`src/rtl/vga_vram_arbiter_if.sv`:
```
// Host write port of the VRAM arbiter: a valid/ready write handshake carrying
// a tile address and an RGB444 pixel value.
//   valid  host -> arbiter  write request
//   ready  arbiter -> host  write accepted when valid && ready
//   addr   host -> arbiter  tile address
//   data   host -> arbiter  pixel data
// master = host side, slave = arbiter side.
interface vga_vram_arbiter_if #(
  parameter int ADDR_W = 13,
  parameter int DATA_W = 12
);
  logic              valid;
  logic              ready;
  logic [ADDR_W-1:0] addr;
  logic [DATA_W-1:0] data;

  modport master (output valid, output addr, output data, input ready);
  modport slave  (input valid, input addr, input data, output ready);
endinterface

```
`src/rtl/vga_vram_arbiter.sv`:
```
// Shares one single-port synchronous video RAM between the display pixel
// fetch and host writes. The display owns the RAM during active video; a
// one-entry host buffer drains during blanking. Returns a registered pixel
// three clocks after the display inputs are sampled.
// Ports:
//   clk_i, rst_ni            pixel clock, async active-low reset
//   disp_active_i, xcol_i,
//   yrow_i                   raster position from the VGA timing generator
//   host                     host write port (valid/ready, addr, data)
//   mem_en_o, mem_we_o,
//   mem_addr_o, mem_wdata_o,
//   mem_rdata_i              single-port RAM bus (1-cycle read latency)
//   rgb_o, rgb_valid_o       pixel to DAC and its active flag
//   err_o                    sticky: out-of-range host write dropped
module vga_vram_arbiter #(
  parameter int H_ACTIVE    = 640,
  parameter int V_ACTIVE    = 480,
  parameter int SCALE_SHIFT = 3,
  parameter int ADDR_W      = 13,
  parameter int DATA_W      = 12
) (
  input  logic              clk_i,
  input  logic              rst_ni,
  input  logic              disp_active_i,
  input  logic [10:0]       xcol_i,
  input  logic [10:0]       yrow_i,
  vga_vram_arbiter_if.slave host,
  output logic              mem_en_o,
  output logic              mem_we_o,
  output logic [ADDR_W-1:0] mem_addr_o,
  output logic [DATA_W-1:0] mem_wdata_o,
  input  logic [DATA_W-1:0] mem_rdata_i,
  output logic [DATA_W-1:0] rgb_o,
  output logic              rgb_valid_o,
  output logic              err_o
);

  localparam int          TILES_X    = H_ACTIVE >> SCALE_SHIFT;
  localparam int          FB_DEPTH   = TILES_X * (V_ACTIVE >> SCALE_SHIFT);
  localparam logic [31:0] FB_DEPTH_U = 32'(FB_DEPTH);
  localparam int          TW         = 22;

  // Slot owning the RAM access registered at the next edge.
  typedef enum logic [1:0] {SLOT_IDLE, SLOT_DISP, SLOT_HOST} slot_e;

  slot_e             slot;
  logic [ADDR_W-1:0] tile_addr;
  logic              buf_in_range;

  logic              buf_full_q, buf_full_d;
  logic [ADDR_W-1:0] buf_addr_q, buf_addr_d;
  logic [DATA_W-1:0] buf_data_q, buf_data_d;
  logic              mem_en_q, mem_en_d;
  logic              mem_we_q, mem_we_d;
  logic [ADDR_W-1:0] mem_addr_q, mem_addr_d;
  logic [DATA_W-1:0] mem_wdata_q, mem_wdata_d;
  logic              err_q, err_d;
  logic              act_s1_q, act_s2_q;
  logic [DATA_W-1:0] rgb_q;
  logic              rgb_valid_q;

  // Full-width product, truncated to the RAM address width.
  assign tile_addr = ADDR_W'(TW'(yrow_i >> SCALE_SHIFT) * TW'(TILES_X)
                             + TW'(xcol_i >> SCALE_SHIFT));

  assign buf_in_range = 32'(buf_addr_q) < FB_DEPTH_U;
  assign host.ready   = !buf_full_q;

  always_comb begin
    slot = SLOT_IDLE;
    if (disp_active_i)   slot = SLOT_DISP;
    else if (buf_full_q) slot = SLOT_HOST;
  end

  always_comb begin
    buf_full_d  = buf_full_q;
    buf_addr_d  = buf_addr_q;
    buf_data_d  = buf_data_q;
    mem_en_d    = 1'b0;
    mem_we_d    = 1'b0;
    mem_addr_d  = mem_addr_q;
    mem_wdata_d = mem_wdata_q;
    err_d       = err_q;
    case (slot)
      SLOT_DISP: begin
        mem_en_d   = 1'b1;
        mem_addr_d = tile_addr;
      end
      SLOT_HOST: begin
        // An out-of-range write still frees the buffer but never touches the RAM.
        buf_full_d = 1'b0;
        if (buf_in_range) begin
          mem_en_d    = 1'b1;
          mem_we_d    = 1'b1;
          mem_addr_d  = buf_addr_q;
          mem_wdata_d = buf_data_q;
        end else begin
          err_d = 1'b1;
        end
      end
      default: ;
    endcase
    // Accept only into an empty buffer, so accept and drain never coincide.
    if (host.valid && !buf_full_q) begin
      buf_full_d = 1'b1;
      buf_addr_d = host.addr;
      buf_data_d = host.data;
    end
  end

  always_ff @(posedge clk_i or negedge rst_ni) begin
    if (!rst_ni) begin
      buf_full_q  <= 1'b0;
      buf_addr_q  <= '0;
      buf_data_q  <= '0;
      mem_en_q    <= 1'b0;
      mem_we_q    <= 1'b0;
      mem_addr_q  <= '0;
      mem_wdata_q <= '0;
      err_q       <= 1'b0;
      act_s1_q    <= 1'b0;
      act_s2_q    <= 1'b0;
      rgb_q       <= '0;
      rgb_valid_q <= 1'b0;
    end else begin
      buf_full_q  <= buf_full_d;
      buf_addr_q  <= buf_addr_d;
      buf_data_q  <= buf_data_d;
      mem_en_q    <= mem_en_d;
      mem_we_q    <= mem_we_d;
      mem_addr_q  <= mem_addr_d;
      mem_wdata_q <= mem_wdata_d;
      err_q       <= err_d;
      act_s1_q    <= (slot == SLOT_DISP);
      // act_s2 lines up with the RAM's one-cycle read latency.
      act_s2_q    <= act_s1_q;
      rgb_q       <= act_s2_q ? mem_rdata_i : '0;
      rgb_valid_q <= act_s2_q;
    end
  end

  assign mem_en_o    = mem_en_q;
  assign mem_we_o    = mem_we_q;
  assign mem_addr_o  = mem_addr_q;
  assign mem_wdata_o = mem_wdata_q;
  assign err_o       = err_q;
  assign rgb_o       = rgb_q;
  assign rgb_valid_o = rgb_valid_q;

endmodule

```
`src/flat_wrapper.sv`:
```
// flat-port wrapper written by rule: the top's interface ports become plain ports
module vga_vram_arbiter_flat 
#(
  parameter int H_ACTIVE    = 640,
  parameter int V_ACTIVE    = 480,
  parameter int SCALE_SHIFT = 3,
  parameter int ADDR_W      = 13,
  parameter int DATA_W      = 12
)
  (clk_i, rst_ni, disp_active_i, xcol_i, yrow_i, mem_en_o, mem_we_o, mem_addr_o, mem_wdata_o, mem_rdata_i, rgb_o, rgb_valid_o, err_o, host_valid, host_addr, host_data, host_ready);
  vga_vram_arbiter_if #(.ADDR_W(ADDR_W), .DATA_W(DATA_W)) host_i ();
  input  logic clk_i;
  input  logic rst_ni;
  input  logic disp_active_i;
  input  logic [10:0] xcol_i;
  input  logic [10:0] yrow_i;
  output logic mem_en_o;
  output logic mem_we_o;
  output logic [ADDR_W-1:0] mem_addr_o;
  output logic [DATA_W-1:0] mem_wdata_o;
  input  logic [DATA_W-1:0] mem_rdata_i;
  output logic [DATA_W-1:0] rgb_o;
  output logic rgb_valid_o;
  output logic err_o;
  input wire logic [$bits(host_i.valid)-1:0] host_valid;
  input wire logic [$bits(host_i.addr)-1:0] host_addr;
  input wire logic [$bits(host_i.data)-1:0] host_data;
  output wire logic [$bits(host_i.ready)-1:0] host_ready;
  assign host_i.valid = host_valid;
  assign host_i.addr = host_addr;
  assign host_i.data = host_data;
  assign host_ready = host_i.ready;
  vga_vram_arbiter #(.H_ACTIVE(H_ACTIVE), .V_ACTIVE(V_ACTIVE), .SCALE_SHIFT(SCALE_SHIFT), .ADDR_W(ADDR_W), .DATA_W(DATA_W)) u_core (.clk_i(clk_i), .rst_ni(rst_ni), .disp_active_i(disp_active_i), .xcol_i(xcol_i), .yrow_i(yrow_i), .host(host_i), .mem_en_o(mem_en_o), .mem_we_o(mem_we_o), .mem_addr_o(mem_addr_o), .mem_wdata_o(mem_wdata_o), .mem_rdata_i(mem_rdata_i), .rgb_o(rgb_o), .rgb_valid_o(rgb_valid_o), .err_o(err_o));
endmodule
```
`config.mk`:
```
export PLATFORM = sky130hd
export DESIGN_NAME = vga_vram_arbiter_flat
export DESIGN_NICKNAME = d
export VERILOG_FILES = /design/src/rtl/vga_vram_arbiter_if.sv /design/src/rtl/vga_vram_arbiter.sv /design/src/flat_wrapper.sv
export SDC_FILE = /design/constraint.sdc
export NUM_CORES = 1
export LEC_CHECK = 0
export BUFFER_PORTS_ARGS = -buffer_cell sky130_fd_sc_hd__buf_2
export CAP_MARGIN = 20
export CELL_PAD_IN_SITES_DETAIL_PLACEMENT = 0
export CELL_PAD_IN_SITES_GLOBAL_PLACEMENT = 2
export CORE_MARGIN = 3
export CORE_UTILIZATION = 35
export DETAILED_ROUTE_END_ITERATION = 7
export PLACE_DENSITY = 0.9
export SLEW_MARGIN = 10
export SYNTH_ARGS = -nofsm -noshare
export SYNTH_HDL_FRONTEND = slang
export SYNTH_SLANG_ARGS = --single-unit
export TNS_END_PERCENT = 1
```
`constraint.sdc`:
```
create_clock -name clk_i -period 4.37 [get_ports clk_i]
set_input_delay 0.874 -clock clk_i [delete_from_list [all_inputs] [get_ports clk_i]]
set_output_delay 0.874 -clock clk_i [all_outputs]
set_load 0.005 [all_outputs]
```
==> results.json, run 1 <==
{
  "synth_edf_count": 0,
  "row_count": 34,
  "setup_viol": 0,
  "synthAdderAreaFrac_pct": 7.17,
  "worstSetupEndpointType": "register",
  "postCtsHoldBufs": 0,
  "cts_resized": 0,
  "antenna_found_initial": 1,
  "cts_root_buffer": "clkbuf_8",
  "finalCritPeriodShare_pct": 69.1,
  "synth_area_per_cell_um2": 13.4,
  "synth_seq_cells": 69,
  "syn_nets": 318,
  "cp.required_ns": 4.58,
  "insertion_delay_ns": 0.34,
  "yosysWarningCount": 0,
  "switching_share_pct": 26.4,
  "cts_buffers": 9,
  "via_per_inst": 4.84,
  "drtIter0Drc": 76,
  "fin_crit_ns": 3.02,
  "r2r_setup_slack_ns": 2.25,
  "first_pass_iters": 4,
  "p_int_mw": 1.47,
  "grtUsageTotal_pct": 14.1,
  "routedWlPerCell_um": 14.7,
  "cts_max_path_buffers": 2,
  "die_w_um": 101,
  "portBuffers": 98,
  "finalSetupTns_ns": 0,
  "outcome": "finished, final reports clean",
  "start_util_pct": 36.3,
  "htree_levels": 3,
  "grt_pass1_wl_mm": 11.2,
  "die_y_um": 101,
  "ys_types": 39,
  "synth_compound_area_share_pct": 9.76,
  "stdcell_count": 455,
  "dp_slack_ns": 1.00,
  "cts.clk_slew.worst_paths_ns": 0.07,
  "synthSimpleGateAreaFrac_pct": 6.18,
  "r2r_end": "u_core.mem_wdata_o[1]",
  "hold_path_class": "register to register",
  "postRouteAntennaNets": 0,
  "crit_fanout": 3,
  "tightest_slew_ns": 0.702,
  "grt_pass1_vias": 2343,
  "cts.sinks": 69,
  "power_frac_clock_pct": 32.3,
  "critPathLaunchType": "input pin",
  "async_flop_share_pct": 100,
  "ys_seq_area_share_pct": 54.3,
  "synthMuxAreaShare_pct": 18.7,
  "cts_setup_buffers": 0,
  "fin_nets": 422,
  "critical_path_class": "input pin to register",
  "cp_data_arrival_time_ns": 3.23,
  "synth_top_family_by_area": "multiplexers",
  "power.total_mw": 2.00,
  "layout-drive-gt1-share_pct": 46.4,
  "fin_ws_ns": 1.35,
  "syn_inst": 238,
  "drt-total-wl_mm": 6.71,
  "worstHoldStart": "u_core.act_s1_q",
  "vdd_drop_max_mv": 0.358,
  "num_vias": 2201,
  "pwr-share-comb_pct": 23.6,
  "place_congestion": 0.719,
  "dp_hpwl_mm": 5.16,
  "holdWs_ns": 0.360,
  "r2r_start": "u_core.buf_addr_q[6]",
  "n_antenna_cell": 0,
  "maxSlewViolCount": 0,
  "p_leak_nw": 1.94,
  "powerDensity_nw_per_um2": 491,
  "grt_max_degree": 49,
  "whs_endpoint": "u_core.act_s2_q",
  "die_area_um2": 10300,
  "hold_depth": 0,
  "synth-xor-area-share_pct": 1.65,
  "grt.overflow.total": 0,
  "hold_violations": 0,
  "cts_tree": "done",
  "drv_cap": 0,
  "areaGrowthSynthToFinish_pct": 27.8,
  "num_io_pins": 105,
  "grt_setup_unrepaired": "no",
  "core_area_um2": 8760,
  "fin_skew_ns": 0.00968,
  "dp.cells": 438,
  "clock.fmax_mhz": 331,
  "drc_errors": 0,
  "reg2reg_depth": 5,
  "ys.flop_type": "dfrtp_1",
  "pwr-share-seq_pct": 44.1,
  "p_switching_uw": 528,
  "synth_area_um2": 3180,
  "max_slew_margin_pct": 53.0
}
-- area by class of cell --
type,instances,area (µm²)
fillers,850,4700
flip-flops and latches,69,1730
multi-input cells,154,1380
repair buffers,103,541
clock buffers,11,151
well taps,108,135
clock inverters,5,106
inverters,5,18.8
-- power groups by stage --
stage	logic (mW)	registers (mW)	clock network, mW
final	0.471	0.880	0.644
after global routing	0.533	0.905	0.699
after CTS	0.482	0.884	0.667
after detailed placement	0.479	0.895	0
after global placement	0.471	0.884	0
after floorplan	0.269	0.886	0
-- cell usage after synthesis, types with 2 or more instances --
cell	count	share of area [%]
nand2_1	5	0.59
nor2_1	6	0.71
mux2i_1	2	0.63
mux2_1	19	6.7
a21oi_1	8	1.3
xnor2_1	2	0.55
clkbuf_1	4	0.47
a211oi_1	5	1.2
nor3_1	2	0.31
a31oi_1	2	0.39
a21o_1	5	1.2
fa_1	2	1.3
or2_2	3	0.59
dfrtp_1	69	54
mux2_2	32	11
o2bb2ai_1	4	1.1
inv_1	4	0.47
a211o_1	2	0.55
xor2_1	4	1.1
and2_1	13	2.6
o21a_1	3	0.71
o21bai_1	2	0.47
ha_1	15	5.9
buf_2	5	0.79
o21ai_0	6	0.94
-- worst max-delay path, cell delays in order --
cell	delay, ns
buf_2	0.12
ha_1	0.29
ha_1	0.24
fa_1	0.41
a211oi_1	0.40
o22ai_1	0.16
nor4b_2	0.36
mux2i_1	0.25
o311ai_1	0.11
-- kinds of logic after synthesis --
group,Yosys count
fa+ha+maj,17
simple gates,34
flops,69
buf+inv,15
xor+xnor,6
compound gates,44
mux,53
-- state kept, by name, indices dropped and copies added (netlist names) --
| register | cells |
|---|---|
| u_core.buf_addr_q | 13 |
| u_core.buf_data_q | 12 |
| u_core.rgb_o | 12 |
| u_core.mem_we_o | 1 |
| u_core.err_o | 1 |
| u_core.rgb_valid_o | 1 |
| u_core.act_s1_q | 1 |
| u_core.mem_wdata_o | 12 |
| u_core.buf_full_q | 1 |
| u_core.mem_en_o | 1 |
| u_core.act_s2_q | 1 |
| u_core.mem_addr_o | 13 |
-- through the flow --
| stage | utilization (%) | cell area [µm²] |
|---|---|---|
| 2_1_floorplan | - | 3180 |
| 3_3_place_gp | 43.2 | 3780 |
| 3_5_place_dp | 43.2 | 3780 |
| 4_1_cts | 46.1 | 4040 |
| 5_1_grt | 46.4 | 4060 |
| 6_report | 46.4 | 4060 |
-- how the worst max path moves through the flow --
stage	startpoint	end	depth (start not counted)
finish	yrow_i[4]	u_core.mem_addr_o[12]	9
global route	yrow_i[4]	u_core.mem_addr_o[12]	9
CTS	yrow_i[4]	u_core.mem_addr_o[12]	9
detailed placement	yrow_i[4]	u_core.mem_addr_o[12]	9
global placement	yrow_i[4]	u_core.mem_addr_o[12]	9
floorplan	yrow_i[4]	u_core.mem_addr_o[12]	8
-- placed cells by master (no fill, tap or decap), drive strengths merged, types with 4 or more instances in the layout --
master / n
a21o: 5
buf: 103
nand2: 5
dfrtp: 69
o21ai: 6
a211oi: 6
o2bb2ai: 4
and2: 13
inv: 5
a21oi: 8
clkbuf: 11
nor2: 6
xor2: 4
ha: 15
mux2: 51
-- layer usage --
layer  vias up  GRT usage (%)  part of all wire, %
met2        75           22.0                   46
met5         -              0                    0
met4         0           6.34                  1.8
met3        13           5.10                  8.7
li1       1065              -                    -
met1      1048           17.5                   43
Note: power is estimated with default switching activity, not from simulation.
==> run 2: changes to the inputs <==
--- a/config.mk
+++ b/config.mk
@@ -5,14 +5,15 @@
 export SDC_FILE = /design/constraint.sdc
 export NUM_CORES = 1
 export LEC_CHECK = 0
+export ABC_AREA = 1
 export BUFFER_PORTS_ARGS = -buffer_cell sky130_fd_sc_hd__buf_2
 export CAP_MARGIN = 20
 export CELL_PAD_IN_SITES_DETAIL_PLACEMENT = 0
 export CELL_PAD_IN_SITES_GLOBAL_PLACEMENT = 2
 export CORE_MARGIN = 3
-export CORE_UTILIZATION = 35
+export CORE_UTILIZATION = 29
 export DETAILED_ROUTE_END_ITERATION = 7
-export PLACE_DENSITY = 0.9
+export PLACE_DENSITY = 0.85
 export SLEW_MARGIN = 10
 export SYNTH_ARGS = -nofsm -noshare
 export SYNTH_HDL_FRONTEND = slang
==> constraint.sdc (replaced) <==
create_clock -name clk_i -period 3.1 [get_ports clk_i]
set_input_delay 0.62 -clock clk_i [delete_from_list [all_inputs] [get_ports clk_i]]
set_output_delay 0.62 -clock clk_i [all_outputs]
set_load 0.005 [all_outputs]
==> run 2 against run 1 <==
  * Synthesized cell count up 43%
  * Non-clock buffer count did not move
  * Global-route usage down 2.3 points
  * Register-to-register slack lost 0.88 ns
  * Sequential power rose by 35%
  * Clock skew decreased by 0.0036 ns
  * Hold slack got worse by 0.060 ns
  * Synthesized area fell by 1.4%
  * Combinational power grew 33%
  * Clock power is 0.8% higher
  * Critical path type unchanged
  * Critical endpoint unchanged
==> results.json, run 2 <==
{
  "outcome": "finished, final reports clean",
  "cts_buffers": 9,
  "syn_nets": 420,
  "async_flop_share_pct": 100,
  "yosys-top-cells-count": "nand2_1 (74), dfrtp_1 (69), inv_1 (40), a21oi_1 (29), nor2_1 (29)",
  "via_per_inst": 4.18,
  "htree_levels": 3,
  "max_slew_margin_pct": 45.9,
  "maxSlewViolCount": 0,
  "cts.sinks": 69,
  "layout-drive-gt1-share_pct": 30.2,
  "grt_max_degree": 30,
  "cts_root_buffer": "clkbuf_8",
  "postCtsHoldBufs": 0,
  "drtIter0Drc": 102,
  "drc_errors": 0,
  "setup_viol": 0,
  "synth_area_um2": 3130,
  "fin_skew_ns": 0.00610,
  "drv_cap": 0,
  "final_cell_mix": "buf_2 (98), nand2_1 (74), dfrtp_1 (69)",
  "die_y_um": 110,
  "globalRouteMet2Util_pct": 18.1,
  "syn_inst": 340,
  "cp.required_ns": 3.37,
  "insertion_delay_ns": 0.33,
  "grt_setup_unrepaired": "no",
  "fillers": 1073,
  "die_w_um": 110,
  "cp_data_arrival_time_ns": 2.52,
  "ys_types": 25,
  "reg2reg_depth": 9,
  "crit_fanout": 3,
  "final_common_cell": "buf_2",
  "synth_area_leaders": "dfrtp_1 (55%), nand2_1 (8.9%), ha_1 (6.0%)",
  "cts_max_path_buffers": 2,
  "cts.clk_slew.worst_paths_ns": 0.07,
  "first_pass_iters": 4,
  "num_vias": 2440,
  "synth_edf_count": 0,
  "ys.flop_type": "dfrtp_1",
  "finalCritPeriodShare_pct": 72.7,
  "use_met3_pct": 4.05,
  "critPathLaunchType": "input pin",
  "num_io_pins": 105,
  "crit_path_end": "u_core.mem_addr_o[12]",
  "cts_resized": 0,
  "yosysWarningCount": 0,
  "clock.fmax_mhz": 444,
  "grt_pass1_vias": 2384,
  "holdWs_ns": 0.300,
  "antenna_found_initial": 0,
  "fin_nets": 522,
  "synth_area_per_cell_um2": 9.22,
  "dp_hpwl_mm": 5.23,
  "p_leak_nw": 2.17,
  "grt_pass1_wl_mm": 11.1,
  "cts_setup_buffers": 0,
  "drt-total-wl_mm": 6.85,
  "die_area_um2": 12100,
  "grtUsageMet1_pct": 15.6,
  "grt.overflow.total": 0,
  "r2r_end": "u_core.mem_addr_o[4]",
  "routedWlPerCell_um": 11.7,
  "postPlaceCellArea_um2": 3770,
  "r2r_setup_slack_ns": 1.37,
  "fin_area_um2": 3960,
  "core_area_um2": 10400,
  "r2r_start": "u_core.buf_full_q",
  "portBuffers": 98,
  "synth_top_area_share_pct": 55.1,
  "start_util_pct": 30.1,
  "fin_crit_ns": 2.25,
  "worstSetupEndpointType": "register",
  "tightest_slew_ns": 0.809,
  "postRouteAntennaNets": 0,
  "critical_path_class": "input pin to register",
  "synth.largest_area_cell": "dfrtp_1",
  "vdd_drop_max_mv": 0.255,
  "crit_start": "yrow_i[4]",
  "hold_path_class": "input pin to async pin",
  "powerDensity_nw_per_um2": 625,
  "synth_most_common_cell": "nand2_1",
  "finalSetupTns_ns": 0,
  "grtUsageTotal_pct": 11.8,
  "row_count": 37,
  "cts_tree": "done",
  "areaGrowthSynthToFinish_pct": 26.2,
  "grt.busiest_layer": "met2",
  "place_congestion": 0.718,
  "hold_violations": 0,
  "synth_seq_cells": 69,
  "ys_seq_area_share_pct": 55.1
}
run 2: cell types whose count changed after synthesis, sizes merged, moves of 6 or more:
cell	delta
mux2	-46
inv	+40
o21ai	+28
a211oi	-6
nor2	+24
nand3	+10
a21oi	+23
nand2	+71
and2	-13
run 2: area by class of cell:
class	instances	area, µm²	share of cell area (%)
sequential	69	1730	43.7
multi-input combinational	214	1180	29.9
timing repair buffer	103	528	13.4
tap	136	170	4.30
inverter	45	169	4.27
clock buffer	12	155	3.92
clock inverter	4	22.5	0.569
antenna	1	2.50	0.0633
run 2: metal layers:
metal | part of all wire, % | wire length [µm]
met1 | 44 | 3010
met2 | 48 | 3260
met5 | 0 | 0
met3 | 7.4 | 504
met4 | 1.1 | 72
run 2: logic make-up (layout without fill, tap and decap cells):
family	Yosys count	in the layout	synth area share, %
adders and majority gates	17	17	7.27
and+or+nand+nor	120	120	15.5
buffers and inverters	57	164	7.23
muxes	5	5	1.80
DFF	69	69	55.1
xor gates and xnor gates	5	5	2.00
AOI/OAI and AO/OA	67	67	11.1
other	0	1	0
run 2: power breakdown:
group	switching [mW]	internal, mW
clock	0.319	0.330
sequential	0.0938	1.10
combinational	0.343	0.284
total	0.755	1.71
run 2: metrics by stage:
stage	std cells	setup slack, ns	total power [mW]	util [%]
after floorplan	340	0.798	1.57	-
after global placement	567	0.496	1.85	36.2
after detailed placement	567	0.503	1.86	36.2
after CTS	583	0.864	2.53	37.9
after global routing	583	0.664	2.68	37.9
final	584	0.848	2.47	38.0
run 2: worst min-delay path by stage:
| stage | slack [ns] | from | end |
|---|---|---|---|
| finish | 0.30 | rst_ni | u_core.buf_data_q[9] |
| global route | 0.35 | rst_ni | u_core.mem_wdata_o[9] |
| CTS | 0.30 | rst_ni | u_core.mem_wdata_o[9] |
| detailed placement | 0.35 | u_core.act_s1_q | u_core.act_s2_q |
| global placement | 0.33 | u_core.act_s1_q | u_core.act_s2_q |
| floorplan | 0.32 | rst_ni | u_core.act_s1_q |
run 2: worst max-delay path, stage by stage:
cell and delay [ns]:
buf_2 0.13, ha_1 0.29, ha_1 0.25, fa_1 0.41, xor2_1 0.22, nand3_2 0.13
nor2_2 0.15, nand2_1 0.06, nand2_1 0.05, nand3_1 0.09, a21oi_2 0.11
